===== src/rtl/alu_seq_ctrl.sv =====
// Byte-serial sequencer around an external 8-bit ALU: one byte per cycle, carry chained.
// Optional zero-flag output enabled by defining ALU_SEQ_CTRL_ZERO_FLAG_EN.
module alu_seq_ctrl #(
  parameter int NBYTES = 4
) (
  input  logic                clk,
  input  logic                rst,
  input  logic                req_valid,
  output logic                req_ready,
  input  logic [8*NBYTES-1:0] req_a,
  input  logic [8*NBYTES-1:0] req_b,
  input  logic [1:0]          req_sel,
  input  logic                req_cin,
  output logic                rsp_valid,
  input  logic                rsp_ready,
  output logic [8*NBYTES-1:0] rsp_data,
  output logic                rsp_cout,
`ifdef ALU_SEQ_CTRL_ZERO_FLAG_EN
  output logic                rsp_zero,
`endif
  output logic [7:0]          alu_a,
  output logic [7:0]          alu_b,
  output logic [1:0]          alu_sel,
  output logic                alu_cin,
  input  logic [7:0]          alu_out,
  input  logic                alu_cout
);

  localparam int W  = 8 * NBYTES;
  localparam int KW = (NBYTES > 1) ? $clog2(NBYTES) : 1;
  localparam logic [KW-1:0] KLAST = KW'(NBYTES - 1);

  typedef enum logic [1:0] {IDLE, RUN, DONE} state_e;

  state_e          state_q;
  logic [KW-1:0]   k_q;
  logic [W-1:0]    a_q, b_q, res_q, res_d;
  logic [1:0]      sel_q;
  logic            carry_q;
  logic            ready_q, valid_q;
`ifdef ALU_SEQ_CTRL_ZERO_FLAG_EN
  logic            zero_q;
`endif

  // NOTE: every signal assigned in always_comb gets a default first, so no path can infer a latch.
  always_comb begin
    res_d = res_q;
    if (state_q == RUN) res_d[8*k_q +: 8] = alu_out;
  end

  // The carry register is preloaded with req_cin at accept, so byte 0 sees the
  // request carry and later bytes see the previous byte's carry-out.
  always_comb begin
    alu_a   = '0;
    alu_b   = '0;
    alu_sel = '0;
    alu_cin = 1'b0;
    if (state_q == RUN) begin
      alu_a   = a_q[8*k_q +: 8];
      alu_b   = b_q[8*k_q +: 8];
      alu_sel = sel_q;
      alu_cin = carry_q;
    end
  end

  // NOTE: sequential state uses non-blocking assignments only, so all registers update from pre-edge values.
  always_ff @(posedge clk) begin
    if (rst) begin
      // NOTE: the result and operand registers are reset too; the response must read zero straight after reset.
      state_q <= IDLE;
      k_q     <= '0;
      a_q     <= '0;
      b_q     <= '0;
      sel_q   <= '0;
      carry_q <= 1'b0;
      res_q   <= '0;
      ready_q <= 1'b1;
      valid_q <= 1'b0;
`ifdef ALU_SEQ_CTRL_ZERO_FLAG_EN
      zero_q  <= 1'b0;
`endif
    end else begin
      case (state_q)
        IDLE: if (req_valid) begin
          a_q     <= req_a;
          b_q     <= req_b;
          sel_q   <= req_sel;
          carry_q <= req_cin;
          k_q     <= '0;
          ready_q <= 1'b0;
          state_q <= RUN;
        end
        RUN: begin
          res_q   <= res_d;
          carry_q <= alu_cout;
          if (k_q == KLAST) begin
            valid_q <= 1'b1;
            state_q <= DONE;
`ifdef ALU_SEQ_CTRL_ZERO_FLAG_EN
            zero_q  <= (res_d == '0);
`endif
          end else begin
            k_q <= k_q + KW'(1);
          end
        end
        DONE: if (rsp_ready) begin
          valid_q <= 1'b0;
          ready_q <= 1'b1;
          k_q     <= '0;
          state_q <= IDLE;
        end
        default: state_q <= IDLE;
      endcase
    end
  end

  assign req_ready = ready_q;
  assign rsp_valid = valid_q;
  assign rsp_data  = res_q;
  assign rsp_cout  = carry_q;
`ifdef ALU_SEQ_CTRL_ZERO_FLAG_EN
  assign rsp_zero  = zero_q;
`endif

endmodule

===== config.mk =====
export PLATFORM = sky130hd
export DESIGN_NAME = alu_seq_ctrl
export DESIGN_NICKNAME = d
export VERILOG_FILES = /design/src/rtl/alu_seq_ctrl.sv
export SDC_FILE = /design/constraint.sdc
export NUM_CORES = 1
export LEC_CHECK = 0
export ABC_AREA = 1
export CAP_MARGIN = 0
export CORE_ASPECT_RATIO = 0.5
export CORE_MARGIN = 1.5
export CORE_UTILIZATION = 51
export DETAILED_ROUTE_END_ITERATION = 10
export GPL_TIMING_DRIVEN = 0
export PLACE_DENSITY = 0.85
export SLEW_MARGIN = 20
export SYNTH_ARGS = -nofsm -noshare
export SYNTH_HDL_FRONTEND = slang
export SYNTH_SLANG_ARGS = --single-unit

===== constraint.sdc =====
create_clock -name clk -period 4.74 [get_ports clk]
set_input_delay 1.185 -clock clk [delete_from_list [all_inputs] [get_ports clk]]
set_output_delay 1.185 -clock clk [all_outputs]
set_load 0.01 [all_outputs]

* Word-level counts from Yosys, hierarchy flattened
Index checks and enable logic that the tools add are counted.
Cells by class: add/sub/neg operators 2, eq/ne operators 7, shifts and indexed selects 4, mux-type cells 20, reduce and logical (&&, ||, !) cells 11
Operators with widths (number):
- $shiftx A32 B6 Y8 | 2
- $neg A5 Y34 | 1
- $shift A8 B34 Y32 const A | 1
- $shiftx A8 B34 Y32 | 1
- $bwmux W32 | 1
- $mux W8 | 2
- $mux W2 | 6
- $pmux W2 S3 | 2
- $reduce_and A3 Y1 | 3
- $mux W1 | 6
- $ne A2 B2 Y1 const B | 3
- $pmux W1 S2 | 3
- $reduce_bool A2 Y1 | 3
- $eq A2 B2 Y1 const B | 2
- $reduce_and A2 Y1 | 2
- $reduce_and A4 Y1 | 1
- $reduce_bool A3 Y1 | 1
- $add A2 B1 Y2 const B | 1
- $eq A2 B1 Y1 const B | 1
- $logic_not A2 Y1 | 1
- $ne A2 B1 Y1 const B | 1
Word-level totals: register bits 105, word-level logic and storage cells 53

* Logic depth before layout (Yosys ltp)
Gate-level depths: netlist of run 1.
depth in word-level cells 3, mapped depth 10, depth with buffers taken out 7

* Least setup slack after synthesis of run 1
Ideal clock, no wire load.
path type register to output, start register k_q[0], end output port alu_a[0], arrival 1163 ps, required time 3555 ps, path slack 2392 ps, cell stages (with the launch flop) 6, cell sequence dfxtp_1 -> buf_2 -> inv_2 -> clkbuf_1 -> o21ai_0 -> a21oi_1
On the way: longest elaborated chain between the ends 2
Ends and longest elaborated chain:
- start, declared | RTL line 36 | logic [KW-1:0] k_q;
- start signal, assigned | RTL line 103 | k_q <= k_q + KW'(1);
- $shiftx A32 B6 Y8 | RTL line 59 | alu_a = a_q[8*k_q +: 8];
- $mux W8 | RTL line 58 | if (state_q == RUN) begin
- end, declared | RTL line 21 | output logic [7:0] alu_a,
No other way between the ends.

* Worst setup path in the final report of run 1
start register k_q[0], end output port alu_a[3]
The elaborated chain is that of the path after synthesis.

==> results of run 1 <==
## routing by layer
layer  track usage [%]  up-vias  routed length (um)
met3              6.80       25                 872
met4              10.8        0                 276
li1                  -     2345                   -
met5                 0        -                   0
met2              47.0      194                6190
met1              34.9     2165                5390
## power by group through the flow
| stage | Combinational (uW) | Clock (uW) | Sequential, uW |
|---|---|---|---|
| after floorplan | 227 | 0 | 989 |
| after global placement | 388 | 0 | 990 |
| after detailed placement | 397 | 0 | 993 |
| after CTS | 404 | 758 | 974 |
| after global routing | 450 | 799 | 981 |
| final | 406 | 755 | 974 |
## worst max path at each step
stage	to	startpoint	slack [ns]
after global routing	alu_a[3]	k_q[0]	0.90
after detailed placement	alu_a[3]	k_q[0]	1.49
after global placement	alu_a[3]	k_q[0]	1.47
after floorplan	alu_a[0]	k_q[0]	2.39
after CTS	alu_a[3]	k_q[0]	1.08
final	alu_a[3]	k_q[0]	1.06
## layout by cell type (no fill, tap or decap), drive strengths merged
cell             n
nand4            1
o21ai          108
nand2           73
clkdlybuf4s50  132
ha               5
buf             23
nor2           215
nand3b           1
dfxtp          105
nand3           14
a21oi           52
o21a             1
clkbuf          31
bufinv           1
inv             25
clkinvlp         1
## critical path, stage by stage, from the launching register on
cell and delay (ns):
dfxtp_1 0.33, buf_2 0.18, inv_2 0.13, clkbuf_1 0.50, o21ai_0 0.23, a21oi_1 0.21, clkdlybuf4s50_1 0.57
## flip-flops by register name, indices dropped and copies added (netlist names)
| name | cells |
|---|---|
| state_q | 2 |
| a_q | 32 |
| rsp_cout | 1 |
| k_q | 2 |
| req_ready | 1 |
| b_q | 32 |
| rsp_data | 32 |
| rsp_valid | 1 |
| sel_q | 2 |
## metrics by stage
step                utilization (%)  cell area [um2]  power, uW  cells
floorplan                         -             4530       1220    641
global placement               69.2             6000       1380    890
detailed placement             69.2             6000       1390    890
finish                         72.6             6300       2140    905
CTS                            72.6             6300       2140    905
global route                   72.6             6300       2230    905
## area by class of cell
cell class	instances	share of cell area, %
multi-input combinational	470	33.7
buffer	41	3.46
clock buffer	13	4.13
tap	117	2.32
inverter	25	1.49
timing repair buffer	132	21.0
clock inverter	2	0.596
sequential	105	33.4
## synthesized netlist by cell type (all sizes together)
master	instances	share of area, %
ha	5	1.4
o21ai	108	12
nand4	1	0.14
dfxtp	105	46
nand3	14	1.5
a21oi	52	5.7
o21a	1	0.17
nor2	215	19
inv	25	2.1
clkbuf	18	1.5
buf	23	3.3
nand3b	1	0.17
nand2	73	6.6
## logic make-up (layout without fill, tap and decap cells)
family | Yosys count | count (layout) | share of synthesized area, %
flops | 105 | 105 | 46.4
fa+ha+maj | 5 | 5 | 1.38
compound gates | 161 | 161 | 17.8
buf+inv | 66 | 213 | 6.87
simple gates | 304 | 304 | 27.6
==> flow_summary.json, run 1 <==
{
  "multi_input_area_mm2": 0.00212,
  "core-area_mm2": 0.00868,
  "clk_path_buf_depth": 2,
  "die_x_um": 136,
  "switching_share_pct": 27.0,
  "setup_viol": 0,
  "p_seq_share_pct": 45.6,
  "r2r_end": "rsp_data[2]",
  "ys_ff_latch": 105,
  "status": "completed",
  "cts.sinks": 105,
  "cp-end-kind": "output pin",
  "hold_start": "sel_q[0]",
  "grt_usage_pct": 28.1,
  "seq_area_frac_synth_pct": 46.4,
  "reg2reg_depth": 7,
  "grt_pass1_vias": 4375,
  "drt-initial-drc-count": 277,
  "die_h_um": 69.7,
  "fin_skew_ns": 0.00655,
  "synth_cell_types": 24,
  "path_max_fanout": 12,
  "switching_power_uw": 577,
  "reg2reg_slack_ns": 2.42,
  "crit_required_ns": 3.56,
  "yosysWarnings": 0,
  "setup_tns_ns": 0,
  "dp_hpwl_mm": 9.30,
  "netlist_area_mm2": 0.00453,
  "finalWirelength_mm": 12.7,
  "slew_violations": 0,
  "post_drt_wl_per_cell_um": 14.1,
  "nNetsFinal": 869,
  "start_util_pct": 52.2,
  "p_int_uw": 1560,
  "maxCapViolCount": 0,
  "slew_headroom_pct": 59.0,
  "cts_setup_buffers": 0,
  "grt_max_degree": 16,
  "diodes": 0,
  "p_leak_uw": 0.00255,
  "worstPathArrival_ns": 2.50,
  "peakVddDrop_mv": 0.231,
  "htree_num_levels": 3,
  "startpoint_type": "flop",
  "finalWorstSetupSlack_ns": 1.06,
  "ant_nets": 0,
  "nFillCells": 726,
  "hold_violations": 0,
  "holdPathEnd": "sel_q[0]",
  "power_density_mw_per_mm2": 339,
  "drt_first_pass_iters": 6,
  "clkTransAtPathRegs_ns": 0.07,
  "hold_path.class": "reg -> reg",
  "numPortBuffers": 132,
  "antenna_found_initial": 0,
  "gr-total-overflow": 0,
  "cts_resized": 0,
  "rsz0062_at_grt": "no",
  "critPathKind": "reg -> out",
  "finalCriticalPeriod_ns": 3.68,
  "clk_latency_ns": 0.35,
  "cts_tree": "built",
  "area_growth_pct": 38.9,
  "cts-root-buf": "clkbuf_16",
  "netlist_instances": 641,
  "preCtsSetupSlack_ns": 1.49,
  "tightest_slew_ns": 0.615,
  "detail_route.vias_per_cell": 5.23,
  "power.clock.fraction_pct": 35.4,
  "avgSynthCellArea_um2": 7.07,
  "holdWs_ns": 0.463,
  "regArea_mm2": 0.00210,
  "p_comb_share_pct": 19.0,
  "rows": 24,
  "place.gp.congestion": 0.848,
  "fp.dieArea_mm2": 0.00950,
  "min_path_cells": 2,
  "synth_nets": 726,
  "grt_pass1_wl_mm": 20.7,
  "cts_hold_buf": 0,
  "cts_made_buffers": 9,
  "clock.fmax_mhz": 272,
  "io_pins": 134,
  "period_share_pct": 77.7,
  "drc": 0,
  "vias": 4729,
  "drive_gt1_share_pct": 6.60,
  "reg2reg_from": "k_q[0]"
}
No activity file was read; power rests on OpenSTA's default activity.
==> inputs of run 2 (changes only) <==
--- a/config.mk
+++ b/config.mk
@@ -9,10 +9,10 @@
 export CAP_MARGIN = 0
 export CORE_ASPECT_RATIO = 0.5
 export CORE_MARGIN = 1.5
-export CORE_UTILIZATION = 51
+export CORE_UTILIZATION = 47
 export DETAILED_ROUTE_END_ITERATION = 10
 export GPL_TIMING_DRIVEN = 0
-export PLACE_DENSITY = 0.85
+export PLACE_DENSITY = 0.8
 export SLEW_MARGIN = 20
 export SYNTH_ARGS = -nofsm -noshare
 export SYNTH_HDL_FRONTEND = slang
==> constraint.sdc (replaced) <==
create_clock -name clk -period 3.7 [get_ports clk]
set_input_delay 0.925 -clock clk [delete_from_list [all_inputs] [get_ports clk]]
set_output_delay 0.925 -clock clk [all_outputs]
set_load 0.01 [all_outputs]
==> run 2 against run 1 <==
Net effect:
- cell count grew 2.1%
- sequential cell count is the same
- power grew 30%
- critical path depth is the same
- die area grew 8.2%
- clock power grew 35%
- design area grew 0.83%
- largest power group unchanged
==> flow_summary.json, run 2 (same netlist as run 1, synthesis figures left out) <==
{
  "antenna_found_initial": 0,
  "layout_commonest_cell": "nor2_1",
  "rows": 25,
  "diodes": 0,
  "detail_route.vias_per_cell": 4.96,
  "clkTransAtPathRegs_ns": 0.07,
  "preCtsSetupSlack_ns": 0.724,
  "tightest_slew_ns": 0.590,
  "switching_power_uw": 721,
  "io_pins": 134,
  "startpoint_type": "flop",
  "period_share_pct": 91.3,
  "htree_num_levels": 3,
  "fin_skew_ns": 0.00661,
  "grt_usage_pct": 24.3,
  "status": "completed",
  "core-area_mm2": 0.00942,
  "numPortBuffers": 132,
  "drt-initial-drc-count": 264,
  "finalCoreUtilization_pct": 67.5,
  "reg2reg_slack_ns": 1.36,
  "power_density_mw_per_mm2": 437,
  "power.clock.fraction_pct": 36.6,
  "worstPathArrival_ns": 2.45,
  "clock.fmax_mhz": 296,
  "reg2reg_depth": 7,
  "finalWirelength_mm": 12.3,
  "finalWorstSetupSlack_ns": 0.322,
  "p_int_uw": 2060,
  "grt_pass1_vias": 4128,
  "min_path_cells": 2,
  "place.gp.congestion": 0.900,
  "nFillCells": 808,
  "setup_viol": 0,
  "dp_hpwl_mm": 9.36,
  "maxCapViolCount": 0,
  "rsz0062_at_grt": "no",
  "start_util_pct": 48.2,
  "finalCriticalPeriod_ns": 3.38,
  "setup_tns_ns": 0,
  "post_drt_wl_per_cell_um": 13.3,
  "cts_made_buffers": 9,
  "grt_max_degree": 16,
  "slew_violations": 0,
  "drc": 0,
  "hold_path.class": "reg -> reg",
  "p_comb_share_pct": 18.5,
  "vias": 4587,
  "hold_violations": 0,
  "p_seq_share_pct": 44.9,
  "die_x_um": 142,
  "ant_nets": 0,
  "slew_headroom_pct": 60.7,
  "cts_tree": "built",
  "p_leak_uw": 0.00257,
  "critPathKind": "reg -> out",
  "peakVddDrop_mv": 0.248,
  "crit_required_ns": 2.77,
  "holdWs_ns": 0.453,
  "cts_hold_buf": 0,
  "cts_setup_buffers": 0,
  "path_max_fanout": 12,
  "fp.dieArea_mm2": 0.0103,
  "nNetsFinal": 869,
  "layout_common_cells": "209 x nor2_1, 132 x clkdlybuf4s50_1, 105 x o21ai_0, 105 x dfxtp_1, 68 x nand2_1",
  "cts_resized": 0,
  "cts-root-buf": "clkbuf_16",
  "clk_latency_ns": 0.34,
  "switching_share_pct": 26.0,
  "drt_first_pass_iters": 6,
  "grt_pass1_wl_mm": 19.4,
  "die_h_um": 72.5,
  "clk_path_buf_depth": 2,
  "cp-end-kind": "output pin",
  "area_growth_pct": 40.1,
  "drive_gt1_share_pct": 6.84,
  "gr-total-overflow": 0,
  "cts.sinks": 105
}
[run 2: changes by cell type in the layout (fill, tap and decap cells not counted), sizes merged]
cell	before	now
clkinvlp	1	0
clkbuf	31	33
[run 2: layer usage]
| layer | global-route usage, % | routed length [um] | share of wire, % |
|---|---|---|---|
| met1 | 30.4 | 5540 | 45 |
| met2 | 42.0 | 5940 | 48 |
| met3 | 5.81 | 627 | 5.1 |
| met4 | 7.90 | 204 | 1.7 |
| met5 | 0 | 0 | 0 |
[run 2: critical path, stage by stage, from the launching register on]
cell and delay [ns]:
dfxtp_1 0.32, buf_2 0.18, inv_2 0.14, clkbuf_1 0.48, o21ai_0 0.21, a21oi_1 0.20, clkdlybuf4s50_1 0.57
[run 2: cell type report]
type,count,area [um2],share of cell area [%]
timing repair buffer,132,1320,20.8
tap,135,169,2.66
clock inverter,1,30.0,0.473
inverter,25,93.8,1.48
multi-input combinational,470,2120,33.4
sequential,105,2100,33.1
clock buffer,15,298,4.69
buffer,41,218,3.43
[run 2: power by group through the flow]
| stage | Sequential, uW | Clock (uW) | Combinational [uW] |
|---|---|---|---|
| after detailed placement | 1270 | 0 | 508 |
| after global placement | 1270 | 0 | 498 |
| after CTS | 1250 | 1020 | 513 |
| after global routing | 1250 | 1080 | 569 |
| after floorplan | 1270 | 0 | 291 |
| final | 1250 | 1020 | 514 |
[run 2: path summary, 6_finish.rpt]
kind,from,to
max reg2reg,k_q[0],rsp_data[3]
max,k_q[0],alu_a[3]
min,sel_q[1],sel_q[1]
min reg2reg,sel_q[1],sel_q[1]
[run 2: stage by stage]
stage	std cells	area, um2	power (uW)
after CTS	924	6350	2790
final	924	6350	2780
after global placement	908	6020	1770
after global routing	924	6350	2910
after detailed placement	908	6020	1780
after floorplan	641	4530	1560
